[src/rtl/gray_bin_conv_pipe_if.sv]
// Handshake bundle for gray_bin_conv_pipe: input word/mode with valid/ready,
// and the tagged result with valid/ready plus the delivered-result counter.
interface gray_bin_conv_pipe_if #(
    parameter int WIDTH = 8,
    parameter int CNT_W = 16
);
    logic             in_valid;
    logic             in_ready;
    logic [WIDTH-1:0] in_data;
    logic             in_mode;
    logic             out_valid;
    logic             out_ready;
    logic [WIDTH-1:0] out_data;
    logic             out_mode;
    logic             out_adj_err;
    logic [CNT_W-1:0] out_cnt;

    // master: the environment around the converter (source and sink)
    modport master (
        output in_valid, in_data, in_mode, out_ready,
        input  in_ready, out_valid, out_data, out_mode, out_adj_err, out_cnt
    );

    // slave: the converter itself
    modport slave (
        input  in_valid, in_data, in_mode, out_ready,
        output in_ready, out_valid, out_data, out_mode, out_adj_err, out_cnt
    );
endinterface

[src/rtl/gray_bin_conv_pipe.sv]
// Pipelined bidirectional Gray/binary converter with valid/ready on both sides.
// Optional adjacency checking of Gray inputs: define GRAY_CONV_ADJ_CHECK_EN.
module gray_bin_conv_pipe #(
    parameter int WIDTH  = 8,
    parameter int STAGES = 2,
    parameter int CNT_W  = 16
) (
    input  logic                 clk,
    input  logic                 rst_n,
    gray_bin_conv_pipe_if.slave  bus
);

    logic [WIDTH-1:0]  conv_data;
    logic              adj_in;
    logic              accept;

    logic [STAGES-1:0] st_vld;
    logic [STAGES-1:0] st_mode;
    logic [STAGES-1:0] st_adj;
    logic [WIDTH-1:0]  st_data [STAGES];
    logic [STAGES-1:0] st_load;

    logic [CNT_W-1:0]  cnt;

    // Gray->binary is a running XOR from the MSB down; binary->Gray is one shift.
    always_comb begin
        logic acc;
        acc       = 1'b0;
        conv_data = '0;
        if (bus.in_mode) begin
            conv_data = bus.in_data ^ (bus.in_data >> 1);
        end else begin
            for (int i = WIDTH-1; i >= 0; i--) begin
                acc          = acc ^ bus.in_data[i];
                conv_data[i] = acc;
            end
        end
    end

    // A stage may load when empty or when everything downstream can move;
    // may_drain carries "stage k advances" down the chain without bubbles.
    always_comb begin
        logic may_drain;
        may_drain = bus.out_ready;
        st_load   = '0;
        for (int k = STAGES-1; k >= 0; k--) begin
            st_load[k] = !st_vld[k] || may_drain;
            may_drain  = may_drain || !st_vld[k];
        end
    end

    assign bus.in_ready = st_load[0];
    assign accept       = bus.in_valid && st_load[0];

`ifdef GRAY_CONV_ADJ_CHECK_EN
    logic [WIDTH-1:0] last_gray;
    logic             have_last;
    logic [WIDTH-1:0] gray_diff;
    logic             one_apart;

    assign gray_diff = bus.in_data ^ last_gray;
    // exactly one bit set: nonzero and clearing the lowest set bit leaves zero
    assign one_apart = (gray_diff != '0) && ((gray_diff & (gray_diff - WIDTH'(1))) == '0);
    assign adj_in    = !bus.in_mode && have_last && !one_apart;

    always_ff @(posedge clk or negedge rst_n) begin
        if (!rst_n) begin
            last_gray <= '0;
            have_last <= 1'b0;
        end else if (accept && !bus.in_mode) begin
            last_gray <= bus.in_data;
            have_last <= 1'b1;
        end
    end
`else
    assign adj_in = 1'b0;
`endif

    always_ff @(posedge clk or negedge rst_n) begin
        if (!rst_n) begin
            st_vld  <= '0;
            st_mode <= '0;
            st_adj  <= '0;
            for (int k = 0; k < STAGES; k++) begin
                st_data[k] <= '0;
            end
        end else begin
            if (st_load[0]) begin
                st_vld[0] <= bus.in_valid;
                if (bus.in_valid) begin
                    st_data[0] <= conv_data;
                    st_mode[0] <= bus.in_mode;
                    st_adj[0]  <= adj_in;
                end
            end
            for (int k = 1; k < STAGES; k++) begin
                if (st_load[k]) begin
                    st_vld[k] <= st_vld[k-1];
                    if (st_vld[k-1]) begin
                        st_data[k] <= st_data[k-1];
                        st_mode[k] <= st_mode[k-1];
                        st_adj[k]  <= st_adj[k-1];
                    end
                end
            end
        end
    end

    always_ff @(posedge clk or negedge rst_n) begin
        if (!rst_n) begin
            cnt <= '0;
        end else if (st_vld[STAGES-1] && bus.out_ready) begin
            cnt <= cnt + CNT_W'(1);
        end
    end

    assign bus.out_valid   = st_vld[STAGES-1];
    assign bus.out_data    = st_data[STAGES-1];
    assign bus.out_mode    = st_mode[STAGES-1];
    assign bus.out_adj_err = st_adj[STAGES-1];
    assign bus.out_cnt     = cnt;

endmodule
[src/flat_wrapper.sv]
// flat-port wrapper written by rule: the top's interface ports become plain ports
module gray_bin_conv_pipe_flat 
#(
    parameter int WIDTH  = 8,
    parameter int STAGES = 2,
    parameter int CNT_W  = 16
)
  (clk, rst_n, bus_in_valid, bus_in_data, bus_in_mode, bus_out_ready, bus_in_ready, bus_out_valid, bus_out_data, bus_out_mode, bus_out_adj_err, bus_out_cnt);
  gray_bin_conv_pipe_if #(.WIDTH(WIDTH), .CNT_W(CNT_W)) bus_i ();
  input  logic clk;
  input  logic rst_n;
  input wire logic [$bits(bus_i.in_valid)-1:0] bus_in_valid;
  input wire logic [$bits(bus_i.in_data)-1:0] bus_in_data;
  input wire logic [$bits(bus_i.in_mode)-1:0] bus_in_mode;
  input wire logic [$bits(bus_i.out_ready)-1:0] bus_out_ready;
  output wire logic [$bits(bus_i.in_ready)-1:0] bus_in_ready;
  output wire logic [$bits(bus_i.out_valid)-1:0] bus_out_valid;
  output wire logic [$bits(bus_i.out_data)-1:0] bus_out_data;
  output wire logic [$bits(bus_i.out_mode)-1:0] bus_out_mode;
  output wire logic [$bits(bus_i.out_adj_err)-1:0] bus_out_adj_err;
  output wire logic [$bits(bus_i.out_cnt)-1:0] bus_out_cnt;
  assign bus_i.in_valid = bus_in_valid;
  assign bus_i.in_data = bus_in_data;
  assign bus_i.in_mode = bus_in_mode;
  assign bus_i.out_ready = bus_out_ready;
  assign bus_in_ready = bus_i.in_ready;
  assign bus_out_valid = bus_i.out_valid;
  assign bus_out_data = bus_i.out_data;
  assign bus_out_mode = bus_i.out_mode;
  assign bus_out_adj_err = bus_i.out_adj_err;
  assign bus_out_cnt = bus_i.out_cnt;
  gray_bin_conv_pipe #(.WIDTH(WIDTH), .STAGES(STAGES), .CNT_W(CNT_W)) u_core (.clk(clk), .rst_n(rst_n), .bus(bus_i));
endmodule
[config.mk]
export PLATFORM = sky130hd
export DESIGN_NAME = gray_bin_conv_pipe_flat
export DESIGN_NICKNAME = d
export VERILOG_FILES = /design/src/rtl/gray_bin_conv_pipe_if.sv /design/src/rtl/gray_bin_conv_pipe.sv /design/src/flat_wrapper.sv
export SDC_FILE = /design/constraint.sdc
export NUM_CORES = 1
export LEC_CHECK = 0
export BUFFER_PORTS_ARGS = -buffer_cell sky130_fd_sc_hd__buf_4
export CAP_MARGIN = 20
export CORE_ASPECT_RATIO = 0.6
export CORE_MARGIN = 3
export CORE_UTILIZATION = 35
export DETAILED_ROUTE_END_ITERATION = 6
export PLACE_DENSITY_LB_ADDON = 0.2
export SLEW_MARGIN = 40
export SYNTH_ARGS = -nofsm -noshare
export SYNTH_HDL_FRONTEND = slang
export SYNTH_SLANG_ARGS = --single-unit
[constraint.sdc]
create_clock -name clk -period 1.5 [get_ports clk]
set_input_delay 0.15 -clock clk [delete_from_list [all_inputs] [get_ports clk]]
set_output_delay 0.15 -clock clk [all_outputs]
set_load 0.02 [all_outputs]
Word-level counts from Yosys, hierarchy flattened --
Index checks and enable logic that the tools add are counted.
Cells by class: add/sub/neg operators 1, muxes and demuxes 1, bitwise logic cells 8, reduce and logical (&&, ||, !) cells 7
Operator list (number):
- adder 16 x 1 -> 16 bit (second input constant) | 1
- two-way mux 8 bit | 1
- XOR 8 x 7 -> 8 bit | 1
- XOR 1 bit | 7
- AND reduction 2 bit | 2
- logical NOT 1 bit | 2
- logical OR 1 bit | 2
- logical AND 1 bit | 1
Word-level totals: register bits 36, bits of input ports 13, output and inout bits 28, word-level logic and storage cells 24

Depth between registers and ports, before layout --
Gate-level depths: netlist (run 1).
depth after elaboration 8, mapped depth 5, gate-level depth less buffers 4

Worst setup path after synthesis (run 1) --
No wires, ideal clock.
path kind register -> register, start point register u_core.st_vld[1], end point register u_core.st_data[10] (netlist bit), setup time 0.070 ns, arrival 1.546 ns, data required time 1.430 ns, slack -0.116 ns, stages on the path, launching flop included 5, buffers on the path 0, period minus slack after synthesis 1.616 ns, cell sequence dfrtp_1 -> nand3b_1 -> nand2_1 -> or4_1 -> nand3_1
Between the ends: cells in the longest elaborated chain, start to end 4
RTL lines:
- start, declared | line gray_bin_conv_pipe.sv:17 | logic [STAGES-1:0] st_vld;
- start signal, assigned by index | line gray_bin_conv_pipe.sv:98 | st_vld[k] <= st_vld[k-1];
- logical NOT 1 bit | line gray_bin_conv_pipe.sv:48 | may_drain = may_drain || !st_vld[k];
- logical OR 1 bit | line gray_bin_conv_pipe.sv:48
- logical OR 1 bit | line gray_bin_conv_pipe.sv:47 | st_load[k] = !st_vld[k] || may_drain;
- net bus_in_ready | line flat_wrapper.sv:16 | output wire logic [$bits(bus_i.in_ready)-1:0] bus_in_ready;
- AND reduction 2 bit (no line)
- end signal, assigned by index | line gray_bin_conv_pipe.sv:100 | st_data[k] <= st_data[k-1];
- end, declared | line gray_bin_conv_pipe.sv:20 | logic [WIDTH-1:0] st_data [STAGES];
The timed path passes the listed nets, and every way through them passes these cells. A chain may end at the register's enable or synchronous reset.

Worst setup path in the final report (run 1) --
start point register u_core.cnt[3] (netlist: u_core.bus.out_cnt[3]), end point register u_core.cnt[14] (netlist: u_core.bus.out_cnt[14])
Between the ends: cells in the longest elaborated chain, start to end 1
RTL lines:
- start, declared | line gray_bin_conv_pipe.sv:23 | logic [CNT_W-1:0] cnt;
- start signal, assigned | line gray_bin_conv_pipe.sv:113 | cnt <= cnt + CNT_W'(1);
- adder 16 x 1 -> 16 bit | line gray_bin_conv_pipe.sv:113
No other way between the ends.

==> results.txt, run 1 <==
- STA classifies the critical path startpoint as a flop.
- When the netlist entered floorplanning its net count stood at 163.
* Remaining antenna violation count: 0
- Setup Slack @ Placement: 0.0628 ns
* Clock buffer depth: 2
- Unique masters post-synth: 30
* Highest clock frequency the design can meet: 738 MHz
- The clock drives 36 sinks.
- Summed area of non-filler cells in the final layout: 2180 um^2
- Compound-cell area share of the yosys netlist: 4.95%
* Die height: 60.3 um
- The clock arrives with 0.00514 ns of skew.
- After synthesis the netlist holds a flip-flop and latch count of 36.
- Total wirelength of the detailed-routed design: 3.34 mm
- Port buffering added 39 buffers.
- Number of buffers created by CTS: 5
* Number of vias after detailed routing: 1179
* Share of synthesized cell area in full adder, half adder and majority cells: 0.727%
* H-tree levels: 2
* Root Driver: sky130_fd_sc_hd__clkbuf_8
- Worst-path cell chain: and3_1, nand4_1, nor3_1, xor2_1
* Number of inserted filler cells in the final layout: 445
- Predominant post-synthesis flop cell: sky130_fd_sc_hd__dfrtp_1
* Global route total overflow: 0
* Clock-pin slew on the worst setup and hold paths: 0.07 ns
- Tmin final: 1.35 ns
- Sequential elements use 52.4% of the synthesized area.
* Nets: 207
- Average cell area after synthesis: 11.5 um^2
* Share of synthesized flip-flops with an asynchronous set or reset: 100%
- Worst hold slack: 0.111 ns
- Placement Cell Area: 2070 um^2
- The hold violation count in the final report came to 0.
- Clock latency on the worst-skew pair: 0.28 ns
- Top cells by count, synth: sky130_fd_sc_hd__dfrtp_1, sky130_fd_sc_hd__nand2_1, sky130_fd_sc_hd__xor2_1
- Delay-heaviest family, CP: simple AND/OR/NAND/NOR gates
* Number of flops mapped to enable cells by yosys: 0
* Power Density: 1370 nW/um^2
* Number of global-route vias before repair: 1189
- Most common cell in the netlist: sky130_fd_sc_hd__dfrtp_1
* Floorplan Core Area: 4660 um^2
- Dividing the detail-routed via count by the number of cells gives 4.59.
- Global routing used 12.8% of the available tracks.
- Fraction of the core area covered by cells at the end of the flow: 46.9%
* Overall power: 2.99 mW
* Number of top-level pins: 41
* Critical Path Fanout Max: 5
- The floorplan step set the die width to 96.5 um.
- Together, buffers and inverters on the worst path number 0.
- After layout, the worst setup slack is 0.146 ns.
* Antenna diodes: 0
* Post-Synth XOR/XNOR Area: 15.9%
* Wire length of the first global-routing pass: 5.51 mm
- Synth-to-layout area growth: 26.9%
- Combined area of all synthesized cells: 1720 um^2
* Slew Limit Fails: 0
- For this run, the slowest stage of the critical path takes 0.42 ns.
- The critical path is of the flop to flop type.
- Summed over all cells, the static leakage comes to 1.07 nW.
* Result of the run: finished clean
* Cells taking the most area after synthesis: sky130_fd_sc_hd__dfrtp_1, sky130_fd_sc_hd__mux2_2, sky130_fd_sc_hd__xor2_1
- Post-Synth Simple-Gate Area: 13.2%
- Across the run, the number of max-cap violations was 0.
- Post-route DRC: 0
* Fin cells: 257
* Area leader, netlist: sky130_fd_sc_hd__dfrtp_1
- The initial antenna violation count was 0.
- Aggregate negative setup slack: 0 ns
- CTS tree: done
* Largest family of logic cells by synthesized area: XOR/XNOR gates
- Max rail drop VDD: 0.000922 V
- Placer Congestion: 0.812
- The top cell type by area accounts for 52.4% of the synthesized area.
- Setup violations remaining at the end of the flow were counted as 0.
- Setup repair after global routing left no endpoint under its margin.
- Final HPWL from detailed placement: 2.50 mm
- Nature of the critical path endpoint: flop
* Multiplexer fraction of the synthesized cell area: 7.20%
* Total iterations of the first detailed-routing run: 4
* Number of synthesis warnings: 0
- Synthesis produced a netlist whose cell count is 149.
- At the worst endpoint, the required time is 1.70 ns.
- Placement Rows: 19
- Detailed router's first-iteration violation count: 39
- Pin count of the biggest net entering global routing: 37
- Including well taps, the total number of placed cells is 247.
- Initial Utilization: 36.9%
- The final critical path takes up 90.3% of the cycle.
- Fraction of final layout cells with drive strength greater than 1: 37.1%
- The die covers 5820 um^2.
- Worst min path class: primary input to flop
- For the worst setup path, the data arrival time is 1.56 ns.
* Critical Path Slowest Stage Cell: sky130_fd_sc_hd__dfrtp_1
* Avg WL per Cell: 13.0 um
-- cell type report --
class	count	area (um^2)	area share, %
Multi-Input combinational cell	98	732	33.5
Timing Repair Buffer	48	363	16.6
Clock buffer	6	82.6	3.78
Sequential cell	36	902	41.3
Clock inverter	2	10.0	0.458
Tap cell	63	78.8	3.61
Inverter	4	15.0	0.688
-- cells in the final DEF (no fill, tap or decap), types with 2 or more instances in the layout --
master	count
sky130_fd_sc_hd__xnor2_2	2
sky130_fd_sc_hd__nand2_1	14
sky130_fd_sc_hd__nor3_1	2
sky130_fd_sc_hd__clkinv_2	2
sky130_fd_sc_hd__a21oi_1	3
sky130_fd_sc_hd__inv_1	4
sky130_fd_sc_hd__dfrtp_1	35
sky130_fd_sc_hd__clkbuf_8	6
sky130_fd_sc_hd__nand3_1	4
sky130_fd_sc_hd__buf_4	47
sky130_fd_sc_hd__and3_1	4
sky130_fd_sc_hd__xnor2_1	9
sky130_fd_sc_hd__nand4_1	4
sky130_fd_sc_hd__nor2_1	8
sky130_fd_sc_hd__nand2b_1	3
sky130_fd_sc_hd__o21ai_0	4
sky130_fd_sc_hd__xor2_1	13
sky130_fd_sc_hd__o31ai_1	2
sky130_fd_sc_hd__xor3_1	2
sky130_fd_sc_hd__mux2_2	11
-- sequential cells by signal (all words and copies together), names as in the netlist --
signal               cells
u_core.bus.out_data      8
u_core.st_vld            2
u_core.st_mode           2
u_core.bus.out_cnt      16
u_core.st_data           8
-- logic make-up after synthesis --
group | after synthesis
other cells | 1
flops | 36
fa+ha+maj | 1
buf+inv | 15
simple gates | 46
xor+xnor | 26
mux | 11
compound gates | 13
-- layer usage --
layer	track usage (%)	vias to the layer above	share of wire, %
met4	3.79	0	0.36
met3	5.03	3	5.4
met1	18.3	563	52
met2	17.8	25	42
li1	-	588	-
met5	0	-	0
-- path summary, 6_finish.rpt --
| kind | startpoint | to | slack (ns) | cells after the start |
|---|---|---|---|---|
| setup reg to reg | u_core.bus.out_cnt[3] | u_core.bus.out_cnt[14] | 0.15 | 4 |
| hold reg to reg | u_core.st_data[13] | u_core.st_data[13] | 0.47 | 2 |
| hold / removal | bus_in_valid | u_core.st_vld[0] | 0.11 | 2 |
| max in group asynchronous | rst_n | u_core.st_vld[1] | 0.80 | 2 |
| min in group asynchronous | rst_n | u_core.bus.out_cnt[3] | 0.37 | 2 |
| setup / recovery | u_core.bus.out_cnt[3] | u_core.bus.out_cnt[14] | 0.15 | 4 |
-- where the power goes --
group	leakage (nW)	switching (mW)	internal (mW)
registers	0.440	0.153	1.18
logic	0.576	0.484	0.476
clock network	0.0510	0.331	0.366
-- timing repair --
action | in CTS | in global routing
hold endpoints to repair | 36 | 0
gates resized for setup | 0 | 1
buffers inserted | 0 | 1
setup endpoints to repair | 0 | 3
hold buffers | 1 | 0
Note: power is estimated with default switching activity, not from simulation.
==> run 2, diff against run 1 <==
==> constraint.sdc (replaced) <==
create_clock -name clk -period 1.4 [get_ports clk]
set_input_delay 0.14 -clock clk [delete_from_list [all_inputs] [get_ports clk]]
set_output_delay 0.14 -clock clk [all_outputs]
set_load 0.02 [all_outputs]
==> run 2 against run 1 <==
Effect of this change: clock power up 26%; combinational power up 19%; count of clock-buffer cells in the layout unchanged; worst setup slack worse by 0.025 ns; flip-flop and latch count unchanged; worst hold slack worse by 0.017 ns; sequential share of layout area down 1.8 points; cell count up 2.7%; critical path type unchanged.
==> results.txt, run 2 (synthesis gave the netlist of run 1 again) <==
- Result of the run: finished clean
* Die Span X: 96.5 um (unchanged)
- Floorplan Core Area: 4660 um^2 (unchanged)
* Overall power: 3.42 mW (+14%)
- The library cell used most frequently in the layout, excluding fill and tap cells, is sky130_fd_sc_hd__buf_4.
* Fraction of final layout cells with drive strength greater than 1: 40.8% (+3.7 points)
- Clock-pin slew on the worst setup and hold paths: 0.07 ns (about the same)
* Placed Cells: 254 (+2.8%)
- The path with the worst hold slack has its endpoint at u_core.st_vld[0].
- Root Driver: sky130_fd_sc_hd__clkbuf_8
- Aggregate negative setup slack: 0 ns (unchanged)
* Wire length of the first global-routing pass: 5.50 mm (-0.13%)
- The logic depth of the worst register-to-register path came to 4 (unchanged).
- The setup slack after layout was 0.121 ns (-0.0248 ns).
- The number of cells traversed by the worst hold path came to 2 (unchanged).
* Max rail drop VDD: 0.000814 V (-12%)
- The site row count was 19 (unchanged).
* CP startpoint kind: flop
- The placer congestion estimate was 0.753 (-7.4%).
* Number of buffers and inverters on the critical path: 0 (unchanged)
* Final clock skew: 0.00660 ns (+0.00146 ns)
- The post-detailed-route wirelength per cell was 12.9 um (-0.41%).
* FF-to-FF setup slack: 0.12 ns (-0.02 ns)
- Pin count of the biggest net entering global routing: 37 (unchanged)
- Tmin final: 1.28 ns (-0.0752 ns)
* Number of vias after detailed routing: 1219 (+3.4%)
* Worst min-delay path startpoint: bus_in_valid
- Worst Path Arrival: 1.49 ns (-0.07 ns)
- Synth-to-layout area growth: 32.6%
- Number of hold-slack violations in the final timing report: 0 (unchanged)
- Slew Limit Fails: 0 (unchanged)
- The maximum clock rate came to 782 MHz (+5.9%).
- Final worst path period share: 91.4% (+1.1 points)
- RR Endpoint: u_core.bus.out_cnt[15]
* Total iterations of the first detailed-routing run: 4 (unchanged)
* Power Density: 1500 nW/um^2 (+9.6%)
* Die height: 60.3 um (unchanged)
* Die Outline Area: 5820 um^2 (unchanged)
- Clock Sinks: 36 (unchanged)
- Broken down by cell family, the worst path's largest delay share belongs to simple AND/OR/NAND/NOR gates.
* Nets: 214 (+3.4%)
- Setup Slack @ Placement: -0.0106 ns (-0.0734 ns)
- The estimated wirelength of the detail-placed design came to 2.66 mm (+6.7%).
- Longest individual stage delay on the worst path: 0.41 ns (about the same)
- The count of pins on the block boundary was 41 (unchanged).
- The sum of routed wire length over all layers came to 3.42 mm (+2.3%).
- The total of fill cells in the finished design came to 457 (+2.7%).
- STA classifies the critical path endpoint as a flop.
- Worst min path class: primary input to flop
* Clock latency on the worst-skew pair: 0.28 ns (about the same)
- The H-tree level count is 2 (unchanged).
- The leftover overflow at the end of global routing came to 0 (unchanged).
- Initial Utilization: 36.9% (unchanged)
- The count of antenna-violating nets left after detailed routing is 0 (unchanged).
* Fin cells: 264 (+2.7%)
- Number of flip-flops under the largest register name: 16 (unchanged)
- The static leakage is 1.11 nW (+4.1%).
* Critical Path Slowest Stage Cell: sky130_fd_sc_hd__dfrtp_1
- TritonCTS built the clock tree.
- The quantity of I/O buffers inserted on ports is 39 (unchanged).
- Worst Path Required: 1.61 ns (-0.09 ns)
- The number of buffers added by the clock tree synthesis step came to 5 (unchanged).
* Global routing usage summed across all routing layers: 12.7% (-0.020 points)
* Antenna diodes: 0 (unchanged)
- The worst-path maximum fanout came to 4 (-1).
- Setup-failing EPs final: 0 (unchanged)
* Startpoint-to-endpoint class of the critical path: flop to flop
* Post-route DRC: 0 (unchanged)
* Initial antenna violation count: 0 (unchanged)
- The worst register-to-register path begins at u_core.bus.out_cnt[8].
- The signal on the critical path passes through and4_4, nand4_1, nor3_2, xor2_1.
* Most used cells in the layout excluding fill and tap cells: sky130_fd_sc_hd__buf_4, sky130_fd_sc_hd__dfrtp_1, sky130_fd_sc_hd__nand2_1, sky130_fd_sc_hd__xor2_1, sky130_fd_sc_hd__mux2_2
- The number of max-cap violations was 0 (unchanged).
- The number of buffers between clock root and the deepest sink was 2 (unchanged).
- Number of global-route vias before repair: 1195 (+0.50%)
- Average via count per standard cell: 4.62 (+0.65%)
* Detailed router's first-iteration violation count: 48 (+23%)
[run 2: cell count changes in the layout (fill, tap and decap cells not counted), sizes merged]
cell,previous run,this run
buf,47,54
clkinv,2,1
bufinv,0,1
[run 2: metrics by stage]
stage | utilization [%] | instance area (um^2) | hold WS, ns
2_1_floorplan | - | 1720 | -0.156
3_3_place_gp | 45.8 | 2130 | 0.122
3_5_place_dp | 45.8 | 2130 | 0.128
4_1_cts | 48.3 | 2250 | 0.0861
5_1_grt | 49.0 | 2280 | 0.0908
6_report | 49.0 | 2280 | 0.0943
[run 2: how the worst max path moves through the flow]
| stage | startpoint | slack, ns | to | cells past startpoint |
|---|---|---|---|---|
| global placement | bus_in_data[5] | 0.005 | u_core.st_data[8] | 5 |
| floorplan | u_core.st_vld[1] | -0.14 | u_core.st_data[10] | 4 |
| global route | u_core.bus.out_cnt[8] | -0.004 | u_core.bus.out_cnt[15] | 4 |
| detailed placement | bus_in_data[5] | -0.01 | u_core.st_data[8] | 5 |
| finish | u_core.bus.out_cnt[8] | 0.12 | u_core.bus.out_cnt[15] | 4 |
| CTS | u_core.bus.out_cnt[1] | 0.008 | u_core.bus.out_cnt[14] | 4 |
[run 2: metal layers]
layer	global-route usage (%)	wire [um]
met1	16.9	1670
met2	19.5	1500
met3	4.40	223
met4	4.79	22
met5	0	0
[run 2: layout make-up]
type	count	area [um^2]	share of cell area [%]
clock buffer	6	72.6	3.18
clock inverter	2	35.0	1.54
inverter	4	15.0	0.658
multi-input combinational	98	749	32.9
sequential	36	902	39.6
tap	63	78.8	3.46
timing repair buffer	55	428	18.8
[run 2: power by group]
part	switching, mW	total, mW	internal [mW]
sequential	0.135	1.40	1.26
clock	0.351	0.879	0.528
combinational	0.571	1.14	0.574
[run 2: worst register-to-register path, delay by kind of cell (launching register included)]
family / cells / cell delay, ns
flip-flops: 1 / 0.41
XOR/XNOR: 1 / 0.15
AND/OR/NAND/NOR: 3 / 0.65
[run 2: what timing repair did]
action,CTS,global route
hold buffers,1,0
endpoints found under the hold margin,36,0
setup endpoints to repair,0,5
resized for setup,0,5
buffers inserted,0,1
==> run 3, diff against run 2 <==
--- a/config.mk
+++ b/config.mk
@@ -7,7 +7,6 @@
 export LEC_CHECK = 0
 export BUFFER_PORTS_ARGS = -buffer_cell sky130_fd_sc_hd__buf_4
 export CAP_MARGIN = 20
-export CORE_ASPECT_RATIO = 0.6
 export CORE_MARGIN = 3
 export CORE_UTILIZATION = 35
 export DETAILED_ROUTE_END_ITERATION = 6
==> run 3 against run 2 <==
Effect of this change: maximum frequency down 0.43%; final area down 0.27%; largest cell class unchanged; die area down 0.47%; critical endpoint is now u_core.bus.out_cnt[14]; via count down 2.2%.
==> results.txt, run 3 (synthesis gave the netlist of run 1 again) <==
- Setup repair after global routing missed its margin: false
- Static leakage: 1.11 nW (+0.10%)
* Synth-to-layout area growth: 32.2%
* Clock Sinks: 36 (unchanged)
- The floorplan die height came to 76.1 um (+26%).
- The initial antenna violation count is 0 (unchanged).
- The initial standard-cell utilization of the core is 37.9% (+1.0 points).
- The clock skew came to 0.00426 ns (-0.00234 ns).
- Die Span X: 76.1 um (-21%)
- The count of pins on the block boundary was 41 (unchanged).
* Die Outline Area: 5790 um^2 (-0.47%)
* Startpoint-to-endpoint class of the critical path: flop to flop
* Power Density: 1450 nW/um^2 (-3.5%)
- FF-to-FF setup slack: 0.12 ns (about the same)
* H-tree levels: 2 (unchanged)
- Final worst path period share: 91.7% (+0.40 points)
- The area of all placed cells without fillers came to 2270 um^2 (-0.27%).
- PortBufs: 39 (unchanged)
- Clock buffer depth: 2 (unchanged)
- Placement Rows: 24 (+5)
- TritonCTS built the clock tree.
- Most used cells in the layout excluding fill and tap cells: sky130_fd_sc_hd__buf_4, sky130_fd_sc_hd__dfrtp_1, sky130_fd_sc_hd__nand2_1, sky130_fd_sc_hd__xor2_1, sky130_fd_sc_hd__mux2_2
* Post-route DRC: 0 (unchanged)
* Result of the run: finished clean
- Highest clock frequency the design can meet: 779 MHz (-0.43%)
- In this run the worst hold path is classified as primary input to flop.
- The data arrival at the endpoint of the critical path came to 1.48 ns (about the same).
- Global route total overflow: 0 (unchanged)
- The number of iterations in the first detailed-routing pass came to 4 (unchanged).
* Max rail drop VDD: 0.000515 V (-37%)
- Worst min-delay path startpoint: bus_in_valid
* Avg WL per Cell: 12.3 um (-4.8%)
* Worst Path Required: 1.60 ns (about the same)
- Average via count per standard cell: 4.48 (-3.0%)
- The total power consumption of the routed design was 3.29 mW (-3.8%).
* Number of hold-slack violations in the final timing report: 0 (unchanged)
- Launching point of the worst reg2reg path: u_core.bus.out_cnt[0]
- The number of setup violations in the final report is 0 (unchanged).
- Nature of the critical path endpoint: flop
- Number of vias after detailed routing: 1192 (-2.2%)
- The total track usage came to 12.4% (-0.32 points).
- Pin count of the biggest net entering global routing: 37 (unchanged)
- Launch point of the worst path: u_core.bus.out_cnt[0]
* Number of flip-flops under the largest register name: 16 (unchanged)
* Placer Congestion: 0.829 (+10%)
- Number of inserted filler cells in the final layout: 429 (-6.1%)
- CP startpoint kind: flop
- Root Driver: sky130_fd_sc_hd__clkbuf_8
- Critical Path Fanout Max: 5 (+1)
* Final HPWL from detailed placement: 2.48 mm (-6.8%)
- The number of max-cap violations was 0 (unchanged).
* Detailed router's first-iteration violation count: 28 (-42%)
- Leaving out fill and tap cells, the most frequent cell in the layout is sky130_fd_sc_hd__buf_4.
- The final critical path time including I/O delays and setup is 1.28 ns (+0.00556 ns).
- Footprint of the flip-flops and latches: 902 um^2 (unchanged)
- The global-route wire length before repair is 5.88 mm (+6.9%).
- The core area was 4530 um^2 (-2.7%).
- The number of global-route vias before repair was 1310 (+9.6%).
* Placement Cell Area: 2140 um^2 (+0.47%)
- Total wirelength of the detailed-routed design: 3.27 mm (-4.1%)
- Nets: 215 (+0.47%)
- Clock latency on the worst-skew pair: 0.28 ns (about the same)
* Number of buffers created by CTS: 5 (unchanged)
- Clock-pin slew on the worst setup and hold paths: 0.07 ns (about the same)
- Fraction of final layout cells with drive strength greater than 1: 40.8% (unchanged)
- The multi-input combinational cell area was 744 um^2 (-0.67%).
* Antenna diodes: 0 (unchanged)
- The count of antenna-violating nets left after detailed routing came to 0 (unchanged).
- Slew Limit Fails: 0 (unchanged)
==> run 3: repair_timing <==
item                       4_1_cts  5_1_grt
hold endpoints to repair        36        0
setup endpoints to repair        1        4
hold buffers                     1        0
pin swaps                        1        1
gates resized for setup          0        4
setup buffers                    1        0
==> run 3: critical path, stage by stage (launching register included) <==
cell,delay [ns]
sky130_fd_sc_hd__dfrtp_1,0.40
sky130_fd_sc_hd__ha_1,0.21
sky130_fd_sc_hd__nand4_1,0.08
sky130_fd_sc_hd__buf_4,0.17
sky130_fd_sc_hd__nor3_2,0.17
sky130_fd_sc_hd__xor2_1,0.17
==> run 3: area by class of cell <==
cell class | count | share of cell area (%)
sequential | 36 | 39.7
inverter | 4 | 0.660
multi-input combinational | 98 | 32.7
clock buffer | 7 | 4.24
tap | 65 | 3.58
timing repair buffer | 56 | 19.1
==> run 3: power by group <==
group | switching, mW | total [mW] | internal, mW | leakage [nW]
clock network | 0.340 | 0.778 | 0.438 | 0.0503
logic | 0.552 | 1.12 | 0.563 | 0.621
registers | 0.135 | 1.40 | 1.26 | 0.440
total | 1.03 | 3.29 | 2.26 | 1.11
==> run 3: path summary, 6_finish.rpt <==
check	depth (start not counted)	to
setup / recovery	5	u_core.bus.out_cnt[14]
hold / removal	2	u_core.st_data[11]
setup reg to reg	5	u_core.bus.out_cnt[14]
hold reg to reg	1	u_core.bus.out_cnt[15]
max in group asynchronous	2	u_core.st_vld[1]
min in group asynchronous	2	u_core.bus.out_cnt[6]
==> run 3: per-layer routing <==
layer / vias to the layer above / global-route usage [%] / part of all wire, %
met1: 562 / 14.6 / 44
met5: - / 0 / 0
li1: 598 / - / -
met2: 30 / 21.3 / 51
met3: 2 / 3.07 / 4.9
met4: 0 / 5.98 / 0.43
==> run 3: stage by stage <==
stage | instances | util (%) | hold slack [ns] | setup WS (ns) | setup TNS [ns]
global route | 266 | 50.2 | 0.0983 | 0.0109 | 0
finish | 266 | 50.2 | 0.101 | 0.116 | 0
global placement | 257 | 47.3 | 0.123 | -0.0116 | -0.0116
detailed placement | 257 | 47.3 | 0.130 | -0.0456 | -0.0456
floorplan | 149 | - | -0.156 | -0.141 | -0.141
CTS | 266 | 49.8 | 0.0899 | 0.0658 | 0
